===== config.mk =====
export PLATFORM = sky130hd
export DESIGN_NAME = song_recorder
export DESIGN_NICKNAME = d
export VERILOG_FILES = /design/src/rtl/song_recorder.sv
export SDC_FILE = /design/constraint.sdc
export NUM_CORES = 1
export LEC_CHECK = 0
export CAP_MARGIN = 20
export CELL_PAD_IN_SITES_DETAIL_PLACEMENT = 1
export CELL_PAD_IN_SITES_GLOBAL_PLACEMENT = 2
export CORE_ASPECT_RATIO = 2
export CORE_UTILIZATION = 34
export CTS_CLUSTER_SIZE = 14
export DETAILED_ROUTE_END_ITERATION = 16
export MAX_ROUTING_LAYER = met4
export PLACE_DENSITY_LB_ADDON = 0.05
export SETUP_SLACK_MARGIN = 0.2
export SLEW_MARGIN = 20
export SYNTH_ARGS = -nofsm -noshare
export SYNTH_HDL_FRONTEND = slang
export SYNTH_SLANG_ARGS = --single-unit

===== constraint.sdc =====
create_clock -name clk -period 2.4 [get_ports clk]
set_input_delay 0.48 -clock clk [delete_from_list [all_inputs] [get_ports clk]]
set_output_delay 0.48 -clock clk [all_outputs]
set_load 0.01 [all_outputs]

===== src/rtl/song_recorder.sv =====
// song_recorder: records debounced key presses into a song note memory.
// Ports: clk, rst (async, active-high), rec_en, note_in, wr_ready ->
// wr_en/wr_addr/wr_data (one write at a time), recording, full, done.
// Address 0 receives the note count; notes go to 1..N.
// Optional macro SONG_RECORDER_REST_EN: silent gaps record one 0 (rest) word.
module song_recorder #(
  parameter int DATA_W          = 10,
  parameter int ADDR_W          = 7,
  parameter int DEBOUNCE_CYCLES = 1000000,
  parameter int REST_CYCLES     = 50000000
) (
  input  logic              clk,
  input  logic              rst,
  input  logic              rec_en,
  input  logic [DATA_W-1:0] note_in,
  input  logic              wr_ready,
  output logic              wr_en,
  output logic [ADDR_W-1:0] wr_addr,
  output logic [DATA_W-1:0] wr_data,
  output logic              recording,
  output logic              full,
  output logic              done
);

  localparam int DBW = $clog2(DEBOUNCE_CYCLES + 1);
`ifdef SONG_RECORDER_REST_EN
  localparam int ZLIM = (REST_CYCLES > DEBOUNCE_CYCLES) ?
                        REST_CYCLES : DEBOUNCE_CYCLES;
`else
  localparam int ZLIM = DEBOUNCE_CYCLES;
`endif
  localparam int ZW = $clog2(ZLIM + 1);

  typedef enum logic [2:0] {
    S_IDLE, S_LISTEN, S_DEB, S_WNOTE, S_WLEN, S_DONE
  } state_t;

  state_t r_state;
  state_t w_state_nx;

  logic              r_rec;
  logic [ADDR_W-1:0] r_count;
  logic [DATA_W-1:0] r_last;
  logic [DATA_W-1:0] r_cand;
  logic [DBW-1:0]    r_deb;
  logic [ZW-1:0]     r_zcnt;
  logic              r_stop;
  logic              r_full;
  logic              r_done;

  logic              w_rise;
  logic              w_fall;
  logic              w_zero;
  logic              w_new;
  logic              w_clr_last;
  logic              w_deb_end;
  logic              w_rest;
  logic [ADDR_W-1:0] w_cnt_nx;
  logic              w_full_nx;

  assign w_rise     = rec_en & ~r_rec;
  assign w_fall     = ~rec_en & r_rec;
  assign w_zero     = (note_in == '0);
  assign w_new      = !w_zero && (note_in != r_last);
  // zero-run counter is the number of prior consecutive silent cycles
  assign w_clr_last = w_zero && (r_zcnt >= ZW'(DEBOUNCE_CYCLES - 1));
  assign w_deb_end  = (r_deb == DBW'(DEBOUNCE_CYCLES - 1));
  assign w_cnt_nx   = r_count + ADDR_W'(1);
  assign w_full_nx  = &w_cnt_nx;

`ifdef SONG_RECORDER_REST_EN
  logic r_rest_wr;

  assign w_rest = w_zero && (r_zcnt >= ZW'(REST_CYCLES - 1)) &&
                  (r_count != '0) && !r_rest_wr;

  always_ff @(posedge clk or posedge rst) begin
    if (rst) begin
      r_rest_wr <= 1'b0;
    end else if ((r_state == S_IDLE || r_state == S_DONE) && w_rise) begin
      r_rest_wr <= 1'b0;
    end else if (r_state == S_WNOTE && wr_ready) begin
      r_rest_wr <= (r_cand == '0);
    end
  end
`else
  logic w_unused_rest;
  assign w_unused_rest = (REST_CYCLES != 0);
  assign w_rest = 1'b0;
`endif

  always_ff @(posedge clk or posedge rst) begin
    if (rst) r_state <= S_IDLE;
    else     r_state <= w_state_nx;
  end

  always_comb begin
    w_state_nx = r_state;
    unique case (r_state)
      S_IDLE:   if (w_rise) w_state_nx = S_LISTEN;
      S_LISTEN: begin
        if (w_fall)      w_state_nx = S_WLEN;
        else if (w_new)  w_state_nx = S_DEB;
        else if (w_rest) w_state_nx = S_WNOTE;
      end
      S_DEB: begin
        if (w_fall)                 w_state_nx = S_WLEN;
        else if (note_in != r_cand) w_state_nx = S_LISTEN;
        else if (w_deb_end)         w_state_nx = S_WNOTE;
      end
      S_WNOTE: begin
        if (wr_ready) begin
          if (w_full_nx || r_stop || w_fall) w_state_nx = S_WLEN;
          else                               w_state_nx = S_LISTEN;
        end
      end
      S_WLEN:   if (wr_ready) w_state_nx = S_DONE;
      S_DONE:   if (w_rise) w_state_nx = S_LISTEN;
      default:  w_state_nx = S_IDLE;
    endcase
  end

  always_ff @(posedge clk or posedge rst) begin
    if (rst) begin
      r_rec   <= 1'b0;
      r_count <= '0;
      r_last  <= '0;
      r_cand  <= '0;
      r_deb   <= '0;
      r_zcnt  <= '0;
      r_stop  <= 1'b0;
      r_full  <= 1'b0;
      r_done  <= 1'b0;
    end else begin
      r_rec <= rec_en;
      if (!w_zero)
        r_zcnt <= '0;
      else if (r_zcnt != ZW'(ZLIM))
        r_zcnt <= r_zcnt + ZW'(1);
      unique case (r_state)
        S_IDLE, S_DONE: begin
          if (w_rise) begin
            r_count <= '0;
            r_last  <= '0;
            r_full  <= 1'b0;
            r_done  <= 1'b0;
            r_stop  <= 1'b0;
          end
        end
        S_LISTEN: begin
          if (w_clr_last) r_last <= '0;
          if (!w_fall) begin
            if (w_new) begin
              r_cand <= note_in;
              r_deb  <= '0;
            end else if (w_rest) begin
              r_cand <= '0;
            end
          end
        end
        S_DEB: if (!w_deb_end) r_deb <= r_deb + DBW'(1);
        S_WNOTE: begin
          if (w_fall) r_stop <= 1'b1;
          if (wr_ready) begin
            r_count <= w_cnt_nx;
            r_last  <= r_cand;
            if (w_full_nx) r_full <= 1'b1;
          end
        end
        S_WLEN: if (wr_ready) r_done <= 1'b1;
        default: ;
      endcase
    end
  end

  always_comb begin
    wr_en     = 1'b0;
    wr_addr   = '0;
    wr_data   = '0;
    recording = 1'b0;
    unique case (r_state)
      S_LISTEN, S_DEB: recording = 1'b1;
      S_WNOTE: begin
        recording = 1'b1;
        wr_en     = 1'b1;
        wr_addr   = w_cnt_nx;
        wr_data   = r_cand;
      end
      S_WLEN: begin
        wr_en   = 1'b1;
        wr_data = DATA_W'(r_count);
      end
      default: ;
    endcase
  end

  assign full = r_full;
  assign done = r_done;

endmodule


==> results of run 1 <==
## Yosys cell counts, types with 3 or more instances
library cell   n
xor2_1        42
nand3_1       26
inv_1          8
xnor2_1       16
or3_1          3
nor3_1         9
nor4b_1        3
nor2b_1        3
nor4_1         5
nor2_1        55
and2_1         7
o21ai_0       10
nand2b_1       5
buf_2          7
and3_1         7
clkbuf_1       6
a22o_1        17
mux2_2        17
nand4_1       15
a21oi_1        8
nand2_1       19
ha_1           5
dfrtp_1       74
## state kept, by name, indices dropped and copies added, names as in the netlist
| name | cells |
|---|---|
| r_state | 3 |
| r_zcnt | 20 |
| r_deb | 20 |
| done | 1 |
| r_cand | 10 |
| r_last | 10 |
| full | 1 |
| r_stop | 1 |
| r_count | 7 |
| r_rec | 1 |
## final timing paths
check                              to  slack [ns]
max reg2reg                r_state[2]        0.31
max in group asynchronous  r_count[4]        1.44
min reg2reg                 r_last[1]        0.52
min                         r_last[1]        0.52
max                        r_state[2]        0.25
min in group asynchronous   r_deb[19]        0.59
## through the flow
stage	total power, mW	utilization	TNS, ns	cell area [sq um]	worst slack (ns)
floorplan	2.79	-	0	4060	0.550
global placement	3.51	0.411	-5.48	4780	-0.229
detailed placement	3.52	0.411	-6.36	4780	-0.235
CTS	5.11	0.447	0	5200	0.134
global route	5.42	0.458	0	5330	0.126
finish	5.13	0.458	0	5330	0.250
## layout make-up
class                   count  area, sq um  share of cell area
clock buffers              10          229              0.0429
clock inverters             6         90.1              0.0169
inverters                   9         37.5             0.00704
multi-input cells         311         2250               0.421
flip-flops and latches     74         1860               0.349
well taps                 145          181              0.0340
repair buffers             76          688               0.129
## cells by family after synthesis
family / count (synthesis) / share of synthesized area
XOR/XNOR: 58 / 0.125
flip-flops: 74 / 0.457
buffers and inverters: 23 / 0.0238
AO/OA/AOI/OAI: 54 / 0.0976
multiplexers: 19 / 0.0525
adder cells (fa/ha/maj): 5 / 0.0154
AND/OR/NAND/NOR: 174 / 0.228
## per-layer routing
metal	up-vias	global-route usage	share of wire
met1	1746	0.230	0.39
met4	0	0.0649	0.019
met2	38	0.387	0.57
met5	-	-	0
met3	15	0.0315	0.023
li1	1585	-	-
## where the power goes
group | internal, mW | switching [mW]
combinational | 0.922 | 0.933
clock | 0.915 | 0.560
sequential | 1.51 | 0.297
total | 3.34 | 1.79
## repair_timing
item	4_1_cts	5_1_grt
buffers inserted	5	3
pin swaps	3	13
endpoints found under the setup margin	34	61
resized for setup	39	38
cloned	0	1
==> flow_summary.json, run 1 <==
{
  "status": "finished clean",
  "antenna_found_initial": 0,
  "critPathTopFamily": "buffers and inverters",
  "hp-start": "r_last[1]",
  "path_cells": "clkdlybuf4s50_1 > nor2b_1 > nor3_2 > buf_4 > a211oi_2 > o21ai_1 > mux2_1",
  "synth_top_cell_area_share": 0.457,
  "portBuffers": 34,
  "clock-sinks": 74,
  "nets": 500,
  "syn_inst": 407,
  "die_w_um": 79.2,
  "wl_per_cell_um": 18.8,
  "synth_area_leader_cell": "dfrtp_1",
  "hold_slack_ns": 0.518,
  "clk_pin_slew_ns": 0.06,
  "cap_violations": 0,
  "min_period_ns": 2.15,
  "start_kind": "input port",
  "hold_path_depth": 1,
  "synth-seq-cells": 74,
  "clockBufferDepth": 2,
  "dp_hpwl_mm": 8.23,
  "netlist_area_sq_um": 4050,
  "syn_nets": 426,
  "seq_area_frac_synth": 0.457,
  "critPathMaxStageDelay_ns": 0.49,
  "dieArea_sq_um": 12400,
  "hp-class": "reg2reg",
  "power_density_nw_per_um2": 963,
  "arrival_ns": 2.37,
  "cp-end-kind": "flop",
  "hold_viol": 0,
  "rr_worst_depth": 5,
  "cts_inserted_buffers": 9,
  "area_growth_syn_to_layout_pct": 31.6,
  "drtIter0Drc": 116,
  "synthFlopType": "dfrtp_1",
  "dp.cells": 606,
  "final_cell_mix": "dfrtp_1, nor2_1, xor2_1, buf_4, nand3_1",
  "rsz0062_at_grt": "true",
  "insertion_delay_ns": 0.34,
  "grt_pass1_vias": 3716,
  "required_ns": 2.62,
  "avgSynthCellArea_sq_um": 9.95,
  "routed_wirelength_mm": 11.8,
  "crit_path_start": "rec_en",
  "crit_cells": 7,
  "first_pass_iters": 4,
  "crit_type": "in2reg",
  "die_h_um": 156,
  "grt_max_degree": 75,
  "path_max_fanout": 4,
  "cts_tree": "done",
  "coreArea_sq_um": 11600,
  "ys_top_cells_by_area": "dfrtp_1, xor2_1, nor2_1",
  "synthArstFlopShare": 1.00,
  "synth_warnings": 0,
  "finalCritPeriodShare": 0.896,
  "grt_use_total": 0.212,
  "r2r-start": "r_deb[13]",
  "nFillCells": 1338,
  "cts_hold_buf": 0,
  "place.gp.congestion": 0.775,
  "overflow": 0,
  "synth-edff-count": 0,
  "root_buffer": "clkbuf_16",
  "avgViaCountPerCell": 5.36,
  "ctsHtreeMaxLevel": 3,
  "report.final.slew_viol_count": 0,
  "ios": 35,
  "num_antenna_cells": 0,
  "ir_worst_vdd_mv": 0.489,
  "final_antenna_net_count": 0,
  "slowest_stage": "clkdlybuf4s50_1",
  "layout_commonest_cell": "dfrtp_1",
  "yosysUniqueCellTypes": 56,
  "fin_skew_ns": 0.00826,
  "start_util": 0.348,
  "p_leak_nw": 2.36,
  "fin_cells": 631,
  "drc": 0,
  "row_count": 56,
  "setup_viol": 0,
  "slew_headroom": 0.625,
  "grt_pass1_wl_mm": 19.3,
  "num_vias": 3384,
  "crit_buf_inv": 2,
  "final_layout_size_suffix_gt1_frac": 0.247,
  "fmax_ghz": 0.465,
  "worst_slew_pin_slew_ns": 0.560
}
Note: power is estimated with default switching activity, not from simulation.
==> run 2, diff against run 1 <==
Settings changed: CORE_UTILIZATION 34 to 37.
Clock period 2.4 ns to 2.05 ns, I/O delays scaled along.
==> run 2 against run 1 <==
Via count is 13% higher. Die area decreased by 8.0%. Global-route usage grew 4.6 points. Clock power grew 20%. Largest cell class unchanged. Highest routed layer unchanged.
==> flow_summary.json, run 2 (synthesized netlist as in run 1, its figures left out) <==
{
  "p_sw_frac": 0.371,
  "r2r-start": "r_state[1]",
  "row_count": 53,
  "layout_commonest_cell": "buf_4",
  "start_kind": "input port",
  "crit_type": "in2reg",
  "final_cell_mix": "buf_4, dfrtp_1, nor2_1, xor2_1, buf_6",
  "power_density_nw_per_um2": 1220,
  "rr_endpoint": "r_last[4]",
  "dieArea_sq_um": 11400,
  "dp_hpwl_mm": 8.84,
  "cap_violations": 0,
  "ctsHtreeMaxLevel": 3,
  "p_leak_nw": 2.81,
  "first_pass_iters": 4,
  "finalCritPeriodShare": 0.997,
  "final_layout_size_suffix_gt1_frac": 0.486,
  "num_vias": 3819,
  "setup_viol": 0,
  "die_h_um": 150,
  "postLayoutSetupSlackWorst_ns": 0.00708,
  "ff2ff_setup_slack_ns": 0.02,
  "die_w_um": 76.0,
  "portBuffers": 34,
  "ir_worst_vdd_mv": 1.09,
  "arrival_ns": 2.27,
  "overflow": 0,
  "wl_per_cell_um": 22.7,
  "final_antenna_net_count": 0,
  "reg_top3": "r_deb (20), r_zcnt (20)",
  "clockBufferDepth": 2,
  "cts_inserted_buffers": 9,
  "cts_tree": "done",
  "hold_slack_ns": 0.368,
  "grt_pass1_vias": 4093,
  "p_seq_frac": 0.268,
  "rsz0062_at_grt": "true",
  "drc": 0,
  "power.internal_mw": 4.98,
  "combPwrFrac": 0.509,
  "ios": 35,
  "grt_pass1_wl_mm": 21.4,
  "place.gp.congestion": 0.894,
  "status": "finished clean",
  "setup-tns-final_ns": 0,
  "cp-end-kind": "flop",
  "hold_path_depth": 1,
  "nets": 578,
  "fin_skew_ns": 0.00615,
  "required_ns": 2.28,
  "net-switching-power_mw": 2.94,
  "drtIter0Drc": 124,
  "hp-start": "rec_en",
  "fmax_ghz": 0.489,
  "root_buffer": "clkbuf_16",
  "clk_pin_slew_ns": 0.06,
  "area_growth_syn_to_layout_pct": 60.7,
  "min_to": "r_rec",
  "dp_slack_ns": -0.543,
  "path_max_fanout": 4,
  "routed_wirelength_mm": 15.9,
  "report.final.slew_viol_count": 0,
  "avgViaCountPerCell": 5.45,
  "coreArea_sq_um": 10600,
  "grt_use_total": 0.258,
  "clock-sinks": 74,
  "num_antenna_cells": 0,
  "slew_headroom": 0.615,
  "hp-class": "in2reg",
  "rr_worst_depth": 10,
  "worst_slew_pin_slew_ns": 0.575,
  "antenna_found_initial": 0,
  "min_period_ns": 2.04,
  "clkPwrFrac": 0.223,
  "grt_max_degree": 39,
  "start_util": 0.382,
  "insertion_delay_ns": 0.35,
  "hold_viol": 0
}
==> run 2: changes by cell type in the layout (fill, tap and decap cells not counted), moves of 6 or more <==
| cell | delta |
|---|---|
| buf_2 | +10 |
| buf_4 | +50 |
| buf_6 | +27 |
| dlymetal6s2s_1 | -10 |
| nor2_1 | -6 |
| nor2_4 | +8 |
| nor3_1 | -7 |
| xor2_1 | -6 |
==> run 2: worst max-delay path: stages <==
cell             delay (ns)
clkdlybuf4s50_1        0.72
nor3b_4                0.11
a31oi_4                0.19
o22ai_4                0.11
a211oi_4               0.26
o21ai_4                0.13
mux2_4                 0.32
==> run 2: area by class of cell <==
class                           count  area (sq um)
Timing Repair Buffer              154          1360
Fill cell                        1130          4100
Sequential cell                    74          1860
Clock buffer                       10           239
Clock inverter                      6          90.1
Inverter                            9          37.5
Tap cell                          137           171
Multi-Input combinational cell    311          2750
==> run 2: power groups by stage <==
stage	Clock (mW)	Combinational, mW	Sequential [mW]
final	1.77	4.03	2.12
after global routing	1.83	4.21	2.14
after CTS	1.79	3.14	2.08
after detailed placement	0	2.27	2.07
after global placement	0	2.24	2.07
after floorplan	0	1.25	2.01
==> run 2: how the worst max path moves through the flow <==
stage,cells after the start,endpoint,start,slack [ns]
5_1_grt,6,wr_addr[6],r_count[0],-0.08
3_5_place_dp,9,r_deb[1],note_in[4],-0.54
4_1_cts,6,wr_addr[5],r_count[0],0.06
2_1_floorplan,6,r_zcnt[0],note_in[4],0.27
6_report,7,r_state[2],wr_ready,0.007
3_3_place_gp,9,r_deb[1],note_in[4],-0.51
==> run 2: layer usage <==
metal,track usage,up-vias,part of all wire
met2,0.497,85,0.57
met3,0.0427,58,0.022
met5,-,-,0
met4,0.118,0,0.059
met1,0.247,1940,0.35
li1,-,1736,-
==> run 2: through the flow <==
step | cell area, sq um | power [mW] | utilization | cells
after global routing | 6510 | 8.18 | 0.614 | 701
after detailed placement | 4990 | 4.34 | 0.470 | 625
after global placement | 4990 | 4.31 | 0.470 | 625
after floorplan | 4060 | 3.27 | - | 407
after CTS | 5960 | 7.01 | 0.562 | 674
final | 6510 | 7.92 | 0.614 | 701
==> run 2: what timing repair did <==
item | 4_1_cts | 5_1_grt
pin swaps | 39 | 33
gates cloned | 2 | 1
hold buffers | 0 | 0
resized for setup | 178 | 89
setup endpoints to repair | 72 | 76
buffers inserted | 31 | 27
